File: config.mk
export PLATFORM = sky130hd
export DESIGN_NAME = hazard_ctrl_flat
export DESIGN_NICKNAME = d
export VERILOG_FILES = /design/src/rtl/hazard_ctrl_pkg.sv /design/src/rtl/hazard_ctrl_if.sv /design/src/rtl/hazard_ctrl_md_seq.sv /design/src/rtl/hazard_ctrl.sv /design/src/flat_wrapper.sv
export SDC_FILE = /design/constraint.sdc
export NUM_CORES = 1
export LEC_CHECK = 0
export BUFFER_PORTS_ARGS = -buffer_cell sky130_fd_sc_hd__buf_2
export CAP_MARGIN = 20
export CORE_AREA = 2 2 39 41
export CTS_BUF_LIST = sky130_fd_sc_hd__clkbuf_4 sky130_fd_sc_hd__clkbuf_8 sky130_fd_sc_hd__clkbuf_16
export CTS_CLUSTER_SIZE = 30
export DETAILED_ROUTE_END_ITERATION = 16
export DIE_AREA = 0 0 41 43
export PLACE_DENSITY = 0.68
export SLEW_MARGIN = 20
export SYNTH_ARGS = -nofsm -noshare
export SYNTH_HDL_FRONTEND = slang
export SYNTH_SLANG_ARGS = --single-unit
File: constraint.sdc
create_clock -name clock -period 2.1 [get_ports clock]
set_input_delay 0.42 -clock clock [delete_from_list [all_inputs] [get_ports clock]]
set_output_delay 0.42 -clock clock [all_outputs]
set_load 0.02 [all_outputs]
File: src/rtl/hazard_ctrl_pkg.sv
// Shared constants and FSM state type for the pipeline hazard controller.
package hazard_pkg;

    localparam int OP_W_DEF = 5;

    localparam logic [4:0] RTYPE   = 5'b00000;
    localparam logic [4:0] LW      = 5'b01000;
    localparam logic [4:0] ALU_MUL = 5'b00110;
    localparam logic [4:0] ALU_DIV = 5'b00111;

    typedef enum logic [1:0] {
        RUN     = 2'd0,
        MD_WAIT = 2'd1,
        MD_DONE = 2'd2
    } md_state_t;

endpackage

File: src/rtl/hazard_ctrl_if.sv
// Pipeline <-> hazard controller signal bundle.
// With HAZARD_STALL_CNT_EN defined, the stall/bubble counter outputs are included.
interface hazard_ctrl_if #(
    parameter int OP_W = 5
`ifdef HAZARD_STALL_CNT_EN
    ,
    parameter int CNT_W = 16
`endif
);
    logic [OP_W-1:0] dOpcode;
    logic [OP_W-1:0] dRs;
    logic [OP_W-1:0] dRt;
    logic            dUsesRt;
    logic [OP_W-1:0] xOpcode;
    logic [OP_W-1:0] xAluop;
    logic [OP_W-1:0] xRd;
    logic            xBranchTaken;
    logic            mdReady;

    logic            pcEnable;
    logic            fdEnable;
    logic            dxEnable;
    logic            xmEnable;
    logic            dxNop;
    logic            flush;
    logic            mdStart;
    logic            mdBusy;
`ifdef HAZARD_STALL_CNT_EN
    logic [CNT_W-1:0] stallCycles;
    logic [CNT_W-1:0] bubbleCount;
`endif

    modport master (
        output dOpcode, dRs, dRt, dUsesRt, xOpcode, xAluop, xRd, xBranchTaken, mdReady,
        input  pcEnable, fdEnable, dxEnable, xmEnable, dxNop, flush, mdStart, mdBusy
`ifdef HAZARD_STALL_CNT_EN
        ,
        input  stallCycles, bubbleCount
`endif
    );

    modport slave (
        input  dOpcode, dRs, dRt, dUsesRt, xOpcode, xAluop, xRd, xBranchTaken, mdReady,
        output pcEnable, fdEnable, dxEnable, xmEnable, dxNop, flush, mdStart, mdBusy
`ifdef HAZARD_STALL_CNT_EN
        ,
        output stallCycles, bubbleCount
`endif
    );

endinterface

File: src/rtl/hazard_ctrl_md_seq.sv
// Multiply/divide handshake sequencer: RUN -> MD_WAIT -> MD_DONE -> RUN,
// with a registered one-cycle start pulse and a busy flag.
module md_seq
    import hazard_pkg::*;
(
    input  logic      clock,
    input  logic      reset,
    input  logic      i_is_md,
    input  logic      i_md_ready,
    output md_state_t o_state,
    output logic      o_md_start,
    output logic      o_md_busy
);

    md_state_t r_state;
    md_state_t w_state_next;
    logic      r_md_start;

    always_ff @(posedge clock or posedge reset) begin
        if (reset) begin
            r_state    <= RUN;
            r_md_start <= 1'b0;
        end else begin
            r_state    <= w_state_next;
            r_md_start <= (r_state == RUN) && i_is_md;
        end
    end

    // A ready pulse arriving in the first MD_WAIT cycle is already accepted.
    always_comb begin
        w_state_next = r_state;
        unique case (r_state)
            RUN:     if (i_is_md) w_state_next = MD_WAIT;
            MD_WAIT: if (i_md_ready) w_state_next = MD_DONE;
            MD_DONE: w_state_next = RUN;
            default: w_state_next = RUN;
        endcase
    end

    assign o_state    = r_state;
    assign o_md_start = r_md_start;
    assign o_md_busy  = (r_state == MD_WAIT);

endmodule

File: src/rtl/hazard_ctrl.sv
// Pipeline hazard controller: load-use bubbles, branch flush, mul/div freeze.
// Define HAZARD_STALL_CNT_EN to add saturating stall/bubble counters.
module hazard_ctrl
    import hazard_pkg::*;
#(
    parameter int OP_W = 5
`ifdef HAZARD_STALL_CNT_EN
    ,
    parameter int CNT_W = 16
`endif
)(
    input  logic          clock,
    input  logic          reset,
    hazard_ctrl_if.slave  bus
);

    localparam logic [OP_W-1:0] ZERO_REG = '0;

    md_state_t w_state;
    logic      w_is_md;
    logic      w_load_use;
    logic      w_md_start;
    logic      w_md_busy;
    logic      w_pc_en;
    logic      w_fd_en;
    logic      w_dx_en;
    logic      w_xm_en;
    logic      w_dx_nop;
    logic      r_flush;

    assign w_is_md = (bus.xOpcode == RTYPE) &&
                     ((bus.xAluop == ALU_MUL) || (bus.xAluop == ALU_DIV));

    assign w_load_use = (bus.xOpcode == LW) && (bus.xRd != ZERO_REG) &&
                        ((bus.xRd == bus.dRs) || (bus.dUsesRt && (bus.xRd == bus.dRt)));

    md_seq u_md_seq (
        .clock      (clock),
        .reset      (reset),
        .i_is_md    (w_is_md),
        .i_md_ready (bus.mdReady),
        .o_state    (w_state),
        .o_md_start (w_md_start),
        .o_md_busy  (w_md_busy)
    );

    // Branch redirect overrides load-use; mul/div overrides both.
    always_comb begin
        w_pc_en  = 1'b1;
        w_fd_en  = 1'b1;
        w_dx_en  = 1'b1;
        w_xm_en  = 1'b1;
        w_dx_nop = 1'b0;
        unique case (w_state)
            RUN: begin
                if (w_is_md) begin
                    w_pc_en = 1'b0;
                    w_fd_en = 1'b0;
                    w_dx_en = 1'b0;
                    w_xm_en = 1'b0;
                end else if (!bus.xBranchTaken && w_load_use) begin
                    w_pc_en  = 1'b0;
                    w_fd_en  = 1'b0;
                    w_dx_nop = 1'b1;
                end
            end
            MD_WAIT: begin
                w_pc_en = 1'b0;
                w_fd_en = 1'b0;
                w_dx_en = 1'b0;
                w_xm_en = 1'b0;
            end
            default: ;
        endcase
    end

    // Flush drives asynchronous latch resets, so it must come straight from a flop.
    always_ff @(posedge clock or posedge reset) begin
        if (reset) begin
            r_flush <= 1'b0;
        end else begin
            r_flush <= (w_state == RUN) && bus.xBranchTaken && !w_is_md;
        end
    end

    assign bus.pcEnable = w_pc_en;
    assign bus.fdEnable = w_fd_en;
    assign bus.dxEnable = w_dx_en;
    assign bus.xmEnable = w_xm_en;
    assign bus.dxNop    = w_dx_nop;
    assign bus.flush    = r_flush;
    assign bus.mdStart  = w_md_start;
    assign bus.mdBusy   = w_md_busy;

`ifdef HAZARD_STALL_CNT_EN
    logic [CNT_W-1:0] r_stall_cycles;
    logic [CNT_W-1:0] r_bubble_count;

    always_ff @(posedge clock or posedge reset) begin
        if (reset) begin
            r_stall_cycles <= '0;
            r_bubble_count <= '0;
        end else begin
            if (!w_pc_en && (r_stall_cycles != {CNT_W{1'b1}}))
                r_stall_cycles <= r_stall_cycles + 1'b1;
            if ((w_dx_nop || r_flush) && (r_bubble_count != {CNT_W{1'b1}}))
                r_bubble_count <= r_bubble_count + 1'b1;
        end
    end

    assign bus.stallCycles = r_stall_cycles;
    assign bus.bubbleCount = r_bubble_count;
`endif

endmodule

File: src/flat_wrapper.sv
// flat-port wrapper written by rule: the top's interface ports become plain ports
module hazard_ctrl_flat import hazard_pkg::*;
#(
    parameter int OP_W = 5

)
  (clock, reset, bus_dOpcode, bus_dRs, bus_dRt, bus_dUsesRt, bus_xOpcode, bus_xAluop, bus_xRd, bus_xBranchTaken, bus_mdReady, bus_pcEnable, bus_fdEnable, bus_dxEnable, bus_xmEnable, bus_dxNop, bus_flush, bus_mdStart, bus_mdBusy);
  hazard_ctrl_if #(.OP_W(OP_W)) bus_i ();
  input  logic clock;
  input  logic reset;
  input wire logic [$bits(bus_i.dOpcode)-1:0] bus_dOpcode;
  input wire logic [$bits(bus_i.dRs)-1:0] bus_dRs;
  input wire logic [$bits(bus_i.dRt)-1:0] bus_dRt;
  input wire logic [$bits(bus_i.dUsesRt)-1:0] bus_dUsesRt;
  input wire logic [$bits(bus_i.xOpcode)-1:0] bus_xOpcode;
  input wire logic [$bits(bus_i.xAluop)-1:0] bus_xAluop;
  input wire logic [$bits(bus_i.xRd)-1:0] bus_xRd;
  input wire logic [$bits(bus_i.xBranchTaken)-1:0] bus_xBranchTaken;
  input wire logic [$bits(bus_i.mdReady)-1:0] bus_mdReady;
  output wire logic [$bits(bus_i.pcEnable)-1:0] bus_pcEnable;
  output wire logic [$bits(bus_i.fdEnable)-1:0] bus_fdEnable;
  output wire logic [$bits(bus_i.dxEnable)-1:0] bus_dxEnable;
  output wire logic [$bits(bus_i.xmEnable)-1:0] bus_xmEnable;
  output wire logic [$bits(bus_i.dxNop)-1:0] bus_dxNop;
  output wire logic [$bits(bus_i.flush)-1:0] bus_flush;
  output wire logic [$bits(bus_i.mdStart)-1:0] bus_mdStart;
  output wire logic [$bits(bus_i.mdBusy)-1:0] bus_mdBusy;
  assign bus_i.dOpcode = bus_dOpcode;
  assign bus_i.dRs = bus_dRs;
  assign bus_i.dRt = bus_dRt;
  assign bus_i.dUsesRt = bus_dUsesRt;
  assign bus_i.xOpcode = bus_xOpcode;
  assign bus_i.xAluop = bus_xAluop;
  assign bus_i.xRd = bus_xRd;
  assign bus_i.xBranchTaken = bus_xBranchTaken;
  assign bus_i.mdReady = bus_mdReady;
  assign bus_pcEnable = bus_i.pcEnable;
  assign bus_fdEnable = bus_i.fdEnable;
  assign bus_dxEnable = bus_i.dxEnable;
  assign bus_xmEnable = bus_i.xmEnable;
  assign bus_dxNop = bus_i.dxNop;
  assign bus_flush = bus_i.flush;
  assign bus_mdStart = bus_i.mdStart;
  assign bus_mdBusy = bus_i.mdBusy;
  hazard_ctrl #(.OP_W(OP_W)) u_core (.clock(clock), .reset(reset), .bus(bus_i));
endmodule
## Word-level counts from Yosys, hierarchy flattened

Cells that the tools add are included.

| word-level totals | value |
|---|---|
| register bits after elaboration | 4 |
| input port bits | 35 |
| output and inout port bits | 8 |
| logic and storage cells | 38 |

| cells by class | value |
|---|---|
| equal/unequal tests | 8 |
| muxes and demuxes | 11 |
| reductions and logical operators | 16 |

Operators with widths:

| cell | number |
|---|---|
| $eq A5 B3 Y1 const B | 2 |
| $eq A5 B5 Y1 | 2 |
| $logic_and A1 B1 Y1 | 8 |
| $mux W1 | 6 |
| $eq A5 B4 Y1 const B | 1 |
| $logic_not A5 Y1 | 1 |
| $reduce_bool A5 Y1 | 1 |
| $mux W2 | 2 |
| $ne A2 B2 Y1 const B | 2 |
| $pmux W1 S2 | 2 |
| $pmux W2 S2 | 1 |
| $eq A2 B1 Y1 const B | 1 |
| $logic_not A1 Y1 | 2 |
| $logic_not A2 Y1 | 1 |
| $logic_or A1 B1 Y1 | 2 |
| $reduce_and A2 Y1 | 1 |

## Depth between registers and ports, before layout

Gate-level depths: netlist (run 1).

| depth | value |
|---|---|
| depth after elaboration | 8 |
| depth in mapped cells | 5 |
| gate-level depth less buffers | 4 |

## Modules after synthesis

A second synthesis (run 1) with hierarchy kept.

| second synthesis, totals | value |
|---|---|
| cell total of the unflattened synthesis | 40 |
| area total of the unflattened synthesis | 375.4 um^2 |

By module, submodules not included:

| module | instances | cells an instance | area an instance (um^2) | sequential area each (um^2) |
|---|---|---|---|---|
| hazard_ctrl | 1 | 30 | 255.2 | 25.0 |
| md_seq | 1 | 10 | 120.1 | 75.1 |

## Worst setup path before layout (run 1)

OpenSTA, ideal clock, no wires.

| timing | value |
|---|---|
| path kind | input to output |
| from | in bus_xRd[0] |
| to | out bus_pcEnable |
| arrival | 1,680 ps |
| data required time | 1,680 ps |
| path slack | 0 ps |
| stages on the path | 5 |
| path buffers | 1 |
| cells stage by stage | or4_4 -> o2111ai_2 -> nor2_2 -> a22oi_2 -> buf_4 |

| on the way | value |
|---|---|
| word-level cells in the longest chain between the ends | 8 |
| elaborated cells on any way between the ends | 11 |
| those cells by class | eq/ne (2); mux (3); reduce/logical (6) |

Ends and longest elaborated chain:

| element | RTL line | source |
|---|---|---|
| start: declaration | flat_wrapper.sv:17 | `input wire logic [$bits(bus_i.xRd)-1:0] bus_xRd;` |
| $eq A5 B5 Y1 | hazard_ctrl.sv:35 | `((bus.xRd == bus.dRs) \|\| (bus.dUsesRt && (bus.xRd == bus.dRt)));` |
| $logic_and A1 B1 Y1 | hazard_ctrl.sv:35 |  |
| $logic_or A1 B1 Y1 | hazard_ctrl.sv:35 |  |
| $logic_and A1 B1 Y1 * | hazard_ctrl.sv:34 | `assign w_load_use = (bus.xOpcode == LW) && (bus.xRd != ZERO_REG) &&` |
| $logic_and A1 B1 Y1 * | hazard_ctrl.sv:61 | `end else if (!bus.xBranchTaken && w_load_use) begin` |
| $mux W1 * (2 in a row) | n/a |  |
| $pmux W1 S2 * | n/a |  |
| end: declaration | flat_wrapper.sv:20 | `output wire logic [$bits(bus_i.pcEnable)-1:0] bus_pcEnable;` |

Every way passes the cells marked *; elsewhere a longest branch is shown, timed or not.

## Worst setup path after layout (run 1)

| timing | value |
|---|---|
| from | in bus_xRd[0] |
| to | out bus_fdEnable |

| on the way | value |
|---|---|
| word-level cells in the longest chain between the ends | 8 |
| elaborated cells on any way between the ends | 11 |
| those cells by class | eq/ne (2); mux (3); reduce/logical (6) |

Ends and longest elaborated chain:

| element | RTL line | source |
|---|---|---|
| $eq A5 B5 Y1 | hazard_ctrl.sv:35 |  |
| $logic_and A1 B1 Y1 | hazard_ctrl.sv:35 |  |
| $logic_or A1 B1 Y1 | hazard_ctrl.sv:35 |  |
| $logic_and A1 B1 Y1 * | hazard_ctrl.sv:34 |  |
| $logic_and A1 B1 Y1 * | hazard_ctrl.sv:61 |  |
| $mux W1 * | hazard_ctrl.sv:61 |  |
| $mux W1 * | hazard_ctrl.sv:56 | `if (w_is_md) begin` |
| $pmux W1 S2 * | hazard_ctrl.sv:54 | `unique case (w_state)` |
| end: declaration | flat_wrapper.sv:21 | `output wire logic [$bits(bus_i.fdEnable)-1:0] bus_fdEnable;` |

Marked as above.

==> results of run 1 <==
==> through the flow <==
stage | hold slack, ps | util [%] | TNS (ps)
final | 55.8 | 46.4 | 0
after global routing | 62.9 | 46.4 | -74.7
after CTS | 56.6 | 44.4 | 0
after detailed placement | 303 | 41.6 | -34.1
after global placement | 301 | 41.6 | -33.7
after floorplan | 186 | - | 0
==> path summary, 6_finish.rpt <==
kind	startpoint	to	slack (ps)	cells past startpoint
setup reg to reg	u_core.u_md_seq.o_state[0]$_DFFE_PP0P_	u_core.u_md_seq.o_state[0]$_DFFE_PP0P_	1210	2
hold reg to reg	u_core.u_md_seq.o_state[0]$_DFFE_PP0P_	u_core.u_md_seq.o_md_start$_DFF_PP0_	510	1
setup / recovery	bus_xRd[0]	bus_fdEnable	40	6
min in group clock	bus_mdReady	u_core.u_md_seq.o_state[1]$_DFFE_PP0P_	420	2
hold / removal	reset	u_core.u_md_seq.o_state[0]$_DFFE_PP0P_	60	2
max in group asynchronous	reset	u_core.bus.flush$_DFF_PP0_	1900	2
==> final cells by class <==
cell class | count | area (sq um)
well taps | 16 | 20.0
flip-flops and latches | 4 | 100
repair buffers | 39 | 220
inverters | 3 | 11.3
clock buffers | 3 | 22.5
multi-input cells | 33 | 268
fillers | 139 | 742
==> report_power, final <==
part | internal (mW) | leakage [nW] | total (mW) | switching, mW
logic | 0.0448 | 0.243 | 0.0774 | 0.0326
registers | 0.0787 | 0.0536 | 0.0790 | 0.000350
clock network | 0.0638 | 0.0138 | 0.0935 | 0.0297
==> layout by cell type, fill, tap and decap left out, types with 3 or more instances in the layout <==
| cell type | n |
|---|---|
| dfrtp_1 | 4 |
| clkbuf_4 | 3 |
| inv_1 | 3 |
| xnor2_1 | 10 |
| buf_2 | 32 |
| nor2_1 | 4 |
| buf_4 | 5 |
| nand2_1 | 4 |
==> critical path, stage by stage <==
cell       delay (ps)
buf_6              90
or4_4             530
o2111ai_4         210
nor2_2             50
a22oi_2           150
buf_4             170
==> registers in the layout, summed over array words and instances, names as in the netlist <==
register and cells:
u_core.bus.flush 1, u_core.u_md_seq.o_state 2, u_core.u_md_seq.o_md_start 1
==> repair_timing <==
| item | in CTS | in global routing |
|---|---|---|
| pin swaps | 1 | 0 |
| cloned | 0 | 0 |
| gates resized for setup | 3 | 4 |
| setup endpoints to repair | 2 | 5 |
==> metal layers <==
layer / vias to the layer above / GRT usage (%)
li1: 222 / -
met1: 182 / 13.5
met2: 21 / 20.3
met3: 0 / 1.57
met4: 0 / 6.00
met5: - / 0
==> cell families after synthesis <==
| kind of cell | Yosys count | share of synthesized area [%] |
|---|---|---|
| XOR/XNOR | 10 | 23.8 |
| flip-flops | 4 | 27.2 |
| multiplexers | 1 | 3.06 |
| buffers and inverters | 5 | 7.14 |
| AO/OA/AOI/OAI | 3 | 9.18 |
| AND/OR/NAND/NOR | 19 | 29.6 |
==> results.ini, run 1 <==
[placement]
dpl.hpwl_um=776
placed_cell_area_sq_um=576
dp_worst_setup_slack_ps=-17.5
finalWeightedCongestion=0.623
place.port_buffers=36
dpl.cell_count=95

[drt]
drt-total-wl_um=897
vias=425
ant_nets=0
highest_layer=met3
drtIter0Drc=0
wl_per_cell_um=9.15
viasPerCell=4.34
met2WireLength_um=462
route.met3.wl_um=82
drc=0
met1_length_um=352
drt_pass1_iterations=1

[timing]
finalHoldViolCount=0
worst_slew_pin_slew_ps=286
relSlewSlack_pct=80.8
fin_crit_ps=2060
rsz0062_at_grt=yes
period_share_pct=98.1
setup-violations-final=0
max_freq_mhz=485
maxSlewViolCount=0
setup_ws_ps=39.2
finClkSkew_ps=3.63

[job]
max_cap_violations=0

[final_layout]
final_cells=98
antenna_cells=0
final_area_sq_um=642
layout.nets=119
drive_above_1_share_pct=59.8
area_growth_pct=74.5

[synth]
mappedNetlistNets=77
syn_inst=42
syn-cell-area_sq_um=368
synth_edf_count=0
yosysMostFrequentCell=xnor2_1
yosys.area.top_type_share_pct=27.2
synth.largest_area_cell=dfrtp_1
postSynthAreaPerCell_sq_um=8.76
synth_seq_cells=4
synth_area_leaders=dfrtp_1, xnor2_1, buf_4, nand2_1, nor2_1
ys_top_cells_by_count=xnor2_1, dfrtp_1, nand2_1, nor2_1, inv_1
synth_ff_type=dfrtp_1
postSynth.asyncResetShare_pct=100
synth.distinct_cells=19
yosysWarnings=0
ys_seq_area_share_pct=27.2

[floorplanning]
start_util_pct=26.6
core_sq_um=1380
io_pins=43
dieArea_sq_um=1760
rows=14
die_w_um=41
die_y_um=43

[clock_network]
root_buffer=clkbuf_4
clk_latency_ps=230
post_cts_buffers=0
ctsHoldBuffers=0
cts_tree=done
cts.sinks=4
htree_levels=1
cts.path.max_buffers=2
clk_pin_slew_ps=40
numCtsBuffers=3

[power_and_ir_drop]
cellLeakagePower_nw=0.310
ir_drop_mv=0.301
finalPower_uw=250
power_density_nw_per_um2=389

[worst_hold_path]
hold_class=in -> async

[critical_path]
worstPathRequired_ps=1680
end_kind=output pin
start_kind=input pin
worstSetupPathType=in -> out
cp.arrival_ps=1640
critPathMaxFanout=2

[global_route]
grt_start_max_net_pins=7
grt_use_total_pct=11.9
grt_overflow=0
antenna_found_initial=0
grt_pass1_vias=403
grt_pass1_wl_um=1450

[outcome]
status=finished clean

No activity file was read; power rests on OpenSTA's default activity.
==> run 2, diff against run 1 <==
SYNTH_HIERARCHICAL = 1   (was default)
==> run 2 against run 1 <==
- the run now ends with negative setup slack left
- register-to-register slack got worse by 80 ps
- setup slack lost 85 ps
- combinational power down 15%
- critical path type unchanged
- sequential cell count unchanged
- critical endpoint is now bus_pcEnable
- via count rose by 0.71%
==> results.ini, run 2 <==
[power_and_ir_drop]
p_switching_uw=56.7
p_sw_share_pct=23.9
cellLeakagePower_nw=0.315
combPwrFrac_pct=27.8
p_clk_share_pct=38.9
p_int_uw=180
power_density_nw_per_um2=376
power_frac_seq_pct=33.3
ir_drop_mv=0.379

[timing]
maxSlewViolCount=0
setup-violations-final=3
setup_ws_ps=-45.9
finalHoldViolCount=0
period_share_pct=102
fin_crit_ps=2150
final.setup.tns_ps=-134
timing.hold.ws_ps=23.1
max_freq_mhz=466
worst_slew_pin_slew_ps=319
relSlewSlack_pct=78.8
finClkSkew_ps=3.40
rsz0062_at_grt=yes

[placement]
dpl.hpwl_um=776
finalWeightedCongestion=0.595
place.port_buffers=36

[floorplanning]
die_w_um=41
rows=14
start_util_pct=27.1
die_y_um=43
core_sq_um=1380
dieArea_sq_um=1760
io_pins=43

[critical_path]
r2r_cells=2
crit_family=simple AND/OR/NAND/NOR gates
r2r-end=u_core/bus.flush$_DFF_PP0_
r2r_slack_ps=1130
slowest_stage=or4_4
cp.arrival_ps=1730
start_kind=input pin
worstPathRequired_ps=1680
cp.depth=6
cp_cell_sequence=buf_6 > or4_4 > nor4b_4 > o21ai_2 > a2bb2oi_2 > buf_2
end_kind=output pin
regToRegStartpoint=u_core/u_md_seq/o_state[0]$_DFFE_PP0P_
setup.worst_path.start=bus_xOpcode[1]
crit_end=bus_pcEnable
critPathMaxFanout=2
cp_slowest_stage_delay_ps=550
cp_num_buf_inv=2
worstSetupPathType=in -> out

[synth]
yosysWarnings=6
synth.distinct_cells=23
postSynth.asyncResetShare_pct=100
ys_seq_area_share_pct=26.7
yosys.area_share.simple_pct=35.7
synth_ff_type=dfrtp_1
synthMuxAreaShare_pct=0
synth_compound_area_share_pct=7.33
yosys.area.top_type_share_pct=26.7
synth_top_family_by_area=simple AND/OR/NAND/NOR gates
syn_inst=40
synthAdderAreaFrac_pct=0
yosysMostFrequentCell=xor2_1
mappedNetlistNets=75
syn-cell-area_sq_um=375
synth_xor_area_share_pct=23.3
synth.largest_area_cell=dfrtp_1
postSynthAreaPerCell_sq_um=9.38
synth_seq_cells=4
synth_edf_count=0
synth_area_leaders=dfrtp_1, xor2_1, nor3_2, buf_4, nor4b_2
ys_top_cells_by_count=xor2_1, dfrtp_1, inv_1

[drt]
drt-total-wl_um=904
drtIter0Drc=3
vias=428
ant_nets=0
drt_pass1_iterations=2
viasPerCell=4.51
drc=0
wl_per_cell_um=9.52

[clock_network]
clk_pin_slew_ps=40
root_buffer=clkbuf_4
cts.path.max_buffers=2
cts_tree=done
numCtsBuffers=3
clk_latency_ps=230
htree_levels=1
cts.sinks=4

[global_route]
grt.met1_usage_pct=10.5
grt_start_max_net_pins=7
grt_use_met2_pct=21.9
antenna_found_initial=0
grt_use_total_pct=11.5
grt_pass1_vias=409
grt_pass1_wl_um=1400
met3_usage_pct=4.71
top_usage_layer=met2
grt_overflow=0

[outcome]
status=complete, but fails checks
violations=negative setup slack

[job]
max_cap_violations=0

[final_layout]
mostFrequentLayoutCell=buf_2
drive_above_1_share_pct=62.0
layout.nets=116
area_growth_pct=68.0
multiInputGateArea_sq_um=270
regArea_sq_um=100
fillers=151
final_cell_mix=buf_2, xor2_1, buf_4, dfrtp_1
antenna_cells=0
largest_reg_flops=2

[worst_hold_path]
hold_class=in -> async

## run 2: worst min path at each step
stage / from / end / slack (ps) / cells after the start
floorplan: reset / u_core/bus.flush$_DFF_PP0_ / 150 / 1
global placement: reset / u_core/bus.flush$_DFF_PP0_ / 260 / 2
detailed placement: reset / u_core/bus.flush$_DFF_PP0_ / 270 / 2
CTS: reset / u_core/bus.flush$_DFF_PP0_ / 20 / 2
global route: reset / u_core/bus.flush$_DFF_PP0_ / 20 / 2
finish: reset / u_core/bus.flush$_DFF_PP0_ / 20 / 2
## run 2: per-layer routing
metal | wire length [um] | share of wire (%)
met2 | 466 | 52
met5 | 0 | 0
met4 | 0 | 0
met3 | 139 | 15
met1 | 298 | 33
## run 2: final cells by class
class                   instances  area share [%]
multi-input cells              31            42.9
repair buffers                 38            32.7
flip-flops and latches          4            15.9
clock buffers                   3            3.57
well taps                      16            3.17
inverters                       3            1.79
## run 2: power groups by stage
stage / Combinational (mW) / Sequential [mW] / Clock, mW
2_1_floorplan: 0.0240 / 0.0815 / 0
3_3_place_gp: 0.0624 / 0.0800 / 0
3_5_place_dp: 0.0636 / 0.0800 / 0
4_1_cts: 0.0668 / 0.0790 / 0.0969
5_1_grt: 0.0739 / 0.0793 / 0.0982
6_report: 0.0659 / 0.0790 / 0.0922
## run 2: kinds of logic after synthesis
group | Yosys count
compound gates | 4
xor+xnor | 10
buf+inv | 5
flops | 4
simple gates | 17
## run 2: metrics by stage
| stage | power [mW] | setup WS [ps] | instance area, sq um | std cells | util [%] |
|---|---|---|---|---|---|
| floorplan | 0.105 | 14.9 | 382 | 40 | - |
| detailed placement | 0.144 | -105 | 582 | 92 | 42.0 |
| finish | 0.237 | -45.9 | 631 | 95 | 45.6 |
| global placement | 0.142 | -103 | 582 | 92 | 42.0 |
| global route | 0.251 | -143 | 631 | 95 | 45.6 |
| CTS | 0.243 | -60.2 | 631 | 95 | 45.6 |
## run 2: repair_timing
item	in CTS	in global routing
hold buffers	0	0
endpoints found under the setup margin	3	5
setup buffers	0	0
gates resized for setup	6	0
pin swaps	0	0
hold endpoints to repair	0	0
## run 2: worst register-to-register path, delay by kind of cell, from the launching register on
kind             cells  cell delay [ps]
DFF                  1              390
and+or+nand+nor      2              480
==> run 3, diff against run 2 <==
MAX_ROUTING_LAYER = met4   (was default)
RECOVER_POWER = 50   (was default)
==> run 3 against run 2 <==
- the flow still finishes with violations (negative setup slack)
- non-clock buffer count stayed put
- combinational power hardly changed
- sequential cell count stayed put
- largest cell class unchanged
- largest power group unchanged
==> results.ini, run 3 (same netlist as run 2, synthesis figures left out) <==
[outcome]
status=complete, but fails checks
violations=negative setup slack

[final_layout]
final_cell_mix=buf_2, xor2_1, buf_4, dfrtp_1
layout.nets=116
fillers=151
largest_reg_flops=2
mostFrequentLayoutCell=buf_2
antenna_cells=0
area_growth_pct=68.0
final_cells=95
fin_util_pct=45.6
drive_above_1_share_pct=62.0
final_area_sq_um=631

[floorplanning]
die_w_um=41
start_util_pct=27.1
rows=14
die_y_um=43
io_pins=43
core_sq_um=1380
dieArea_sq_um=1760

[timing]
rsz0062_at_grt=yes
finClkSkew_ps=3.40
final.setup.tns_ps=-134
timing.hold.ws_ps=23.1
worst_slew_pin_slew_ps=319
setup-violations-final=3
finalHoldViolCount=0
setup_ws_ps=-45.9
max_freq_mhz=466
relSlewSlack_pct=78.8
maxSlewViolCount=0
fin_crit_ps=2150
period_share_pct=102

[global_route]
grt_pass1_wl_um=1400
grt_overflow=0
grt_use_total_pct=11.8
grt_pass1_vias=413
grt_start_max_net_pins=7
antenna_found_initial=0

[clock_network]
root_buffer=clkbuf_4
clk_pin_slew_ps=40
cts.path.max_buffers=2
ctsHoldBuffers=0
numCtsBuffers=3
cts_tree=done
clk_latency_ps=230
cts.sinks=4
htree_levels=1

[power_and_ir_drop]
finalPower_uw=237
cellLeakagePower_nw=0.314
p_switching_uw=56.8
power_density_nw_per_um2=376
p_clk_share_pct=38.9
p_int_uw=180
ir_drop_mv=0.379
power_frac_seq_pct=33.3
p_sw_share_pct=23.9
combPwrFrac_pct=27.8

[job]
max_cap_violations=0

[critical_path]
worstPathRequired_ps=1680
end_kind=output pin
r2r_slack_ps=1130
cp_num_buf_inv=2
worstSetupPathType=in -> out
slowest_stage=or4_4
cp_slowest_stage_delay_ps=550
cp.arrival_ps=1730
start_kind=input pin
crit_family=simple AND/OR/NAND/NOR gates
critPathMaxFanout=2
cp_cell_sequence=buf_6 > or4_4 > nor4b_4 > o21ai_2 > a2bb2oi_2 > buf_2

[placement]
finalWeightedCongestion=0.598
place.port_buffers=36
dpl.hpwl_um=776
dpl.cell_count=92
placed_cell_area_sq_um=582
dp_worst_setup_slack_ps=-105

[drt]
drt-total-wl_um=903
vias=428
drtIter0Drc=3
drt_pass1_iterations=2
wl_per_cell_um=9.51
ant_nets=0
drc=0
viasPerCell=4.51

[worst_hold_path]
hold_class=in -> async

run 3: cell counts in the layout (fill, tap and decap cells not counted):
Identical to the previous run, type by type.
run 3: per-layer routing:
layer,GRT usage (%),vias up,share of wire (%)
met5,-,-,0
met4,2.00,0,0
met3,4.71,0,15
met2,21.9,28,51
met1,10.5,184,33
li1,-,216,-
run 3: timing repair:
| action | 4_1_cts | 5_1_grt |
|---|---|---|
| hold endpoints to repair | 0 | 0 |
| buffers inserted | 0 | 0 |
| setup endpoints to repair | 3 | 5 |
| gates cloned | 0 | 0 |
| resized for setup | 6 | 0 |
run 3: power by group through the flow:
stage | combinational, mW | sequential (mW) | clock [mW]
after global routing | 0.0739 | 0.0793 | 0.0982
final | 0.0660 | 0.0790 | 0.0922
after detailed placement | 0.0636 | 0.0800 | 0
after global placement | 0.0624 | 0.0800 | 0
after CTS | 0.0668 | 0.0790 | 0.0969
after floorplan | 0.0240 | 0.0815 | 0
run 3: layout make-up:
type                    count  area (sq um)  area share [%]
well taps                  16          20.0            3.17
multi-input cells          31           270            42.9
repair buffers             38           206            32.7
inverters                   3          11.3            1.79
flip-flops and latches      4           100            15.9
clock buffers               3          22.5            3.57
run 3: worst paths after layout:
check                                                       start                                      to  depth (start not counted)
max reg2reg                u_core/u_md_seq/o_state[0]$_DFFE_PP0P_              u_core/bus.flush$_DFF_PP0_                          2
min in group clock                                    bus_mdReady  u_core/u_md_seq/o_state[1]$_DFFE_PP0P_                          2
min                                                         reset              u_core/bus.flush$_DFF_PP0_                          2
max in group asynchronous                                   reset  u_core/u_md_seq/o_state[0]$_DFFE_PP0P_                          2
max                                                bus_xOpcode[1]                            bus_pcEnable                          6
min reg2reg                u_core/u_md_seq/o_state[0]$_DFFE_PP0P_  u_core/u_md_seq/o_state[0]$_DFFE_PP0P_                          2
run 3: worst register-to-register path, delay by kind of cell (launching register included):
| kind | cells | cell delay (ps) |
|---|---|---|
| flip-flops | 1 | 390 |
| AND/OR/NAND/NOR | 2 | 480 |
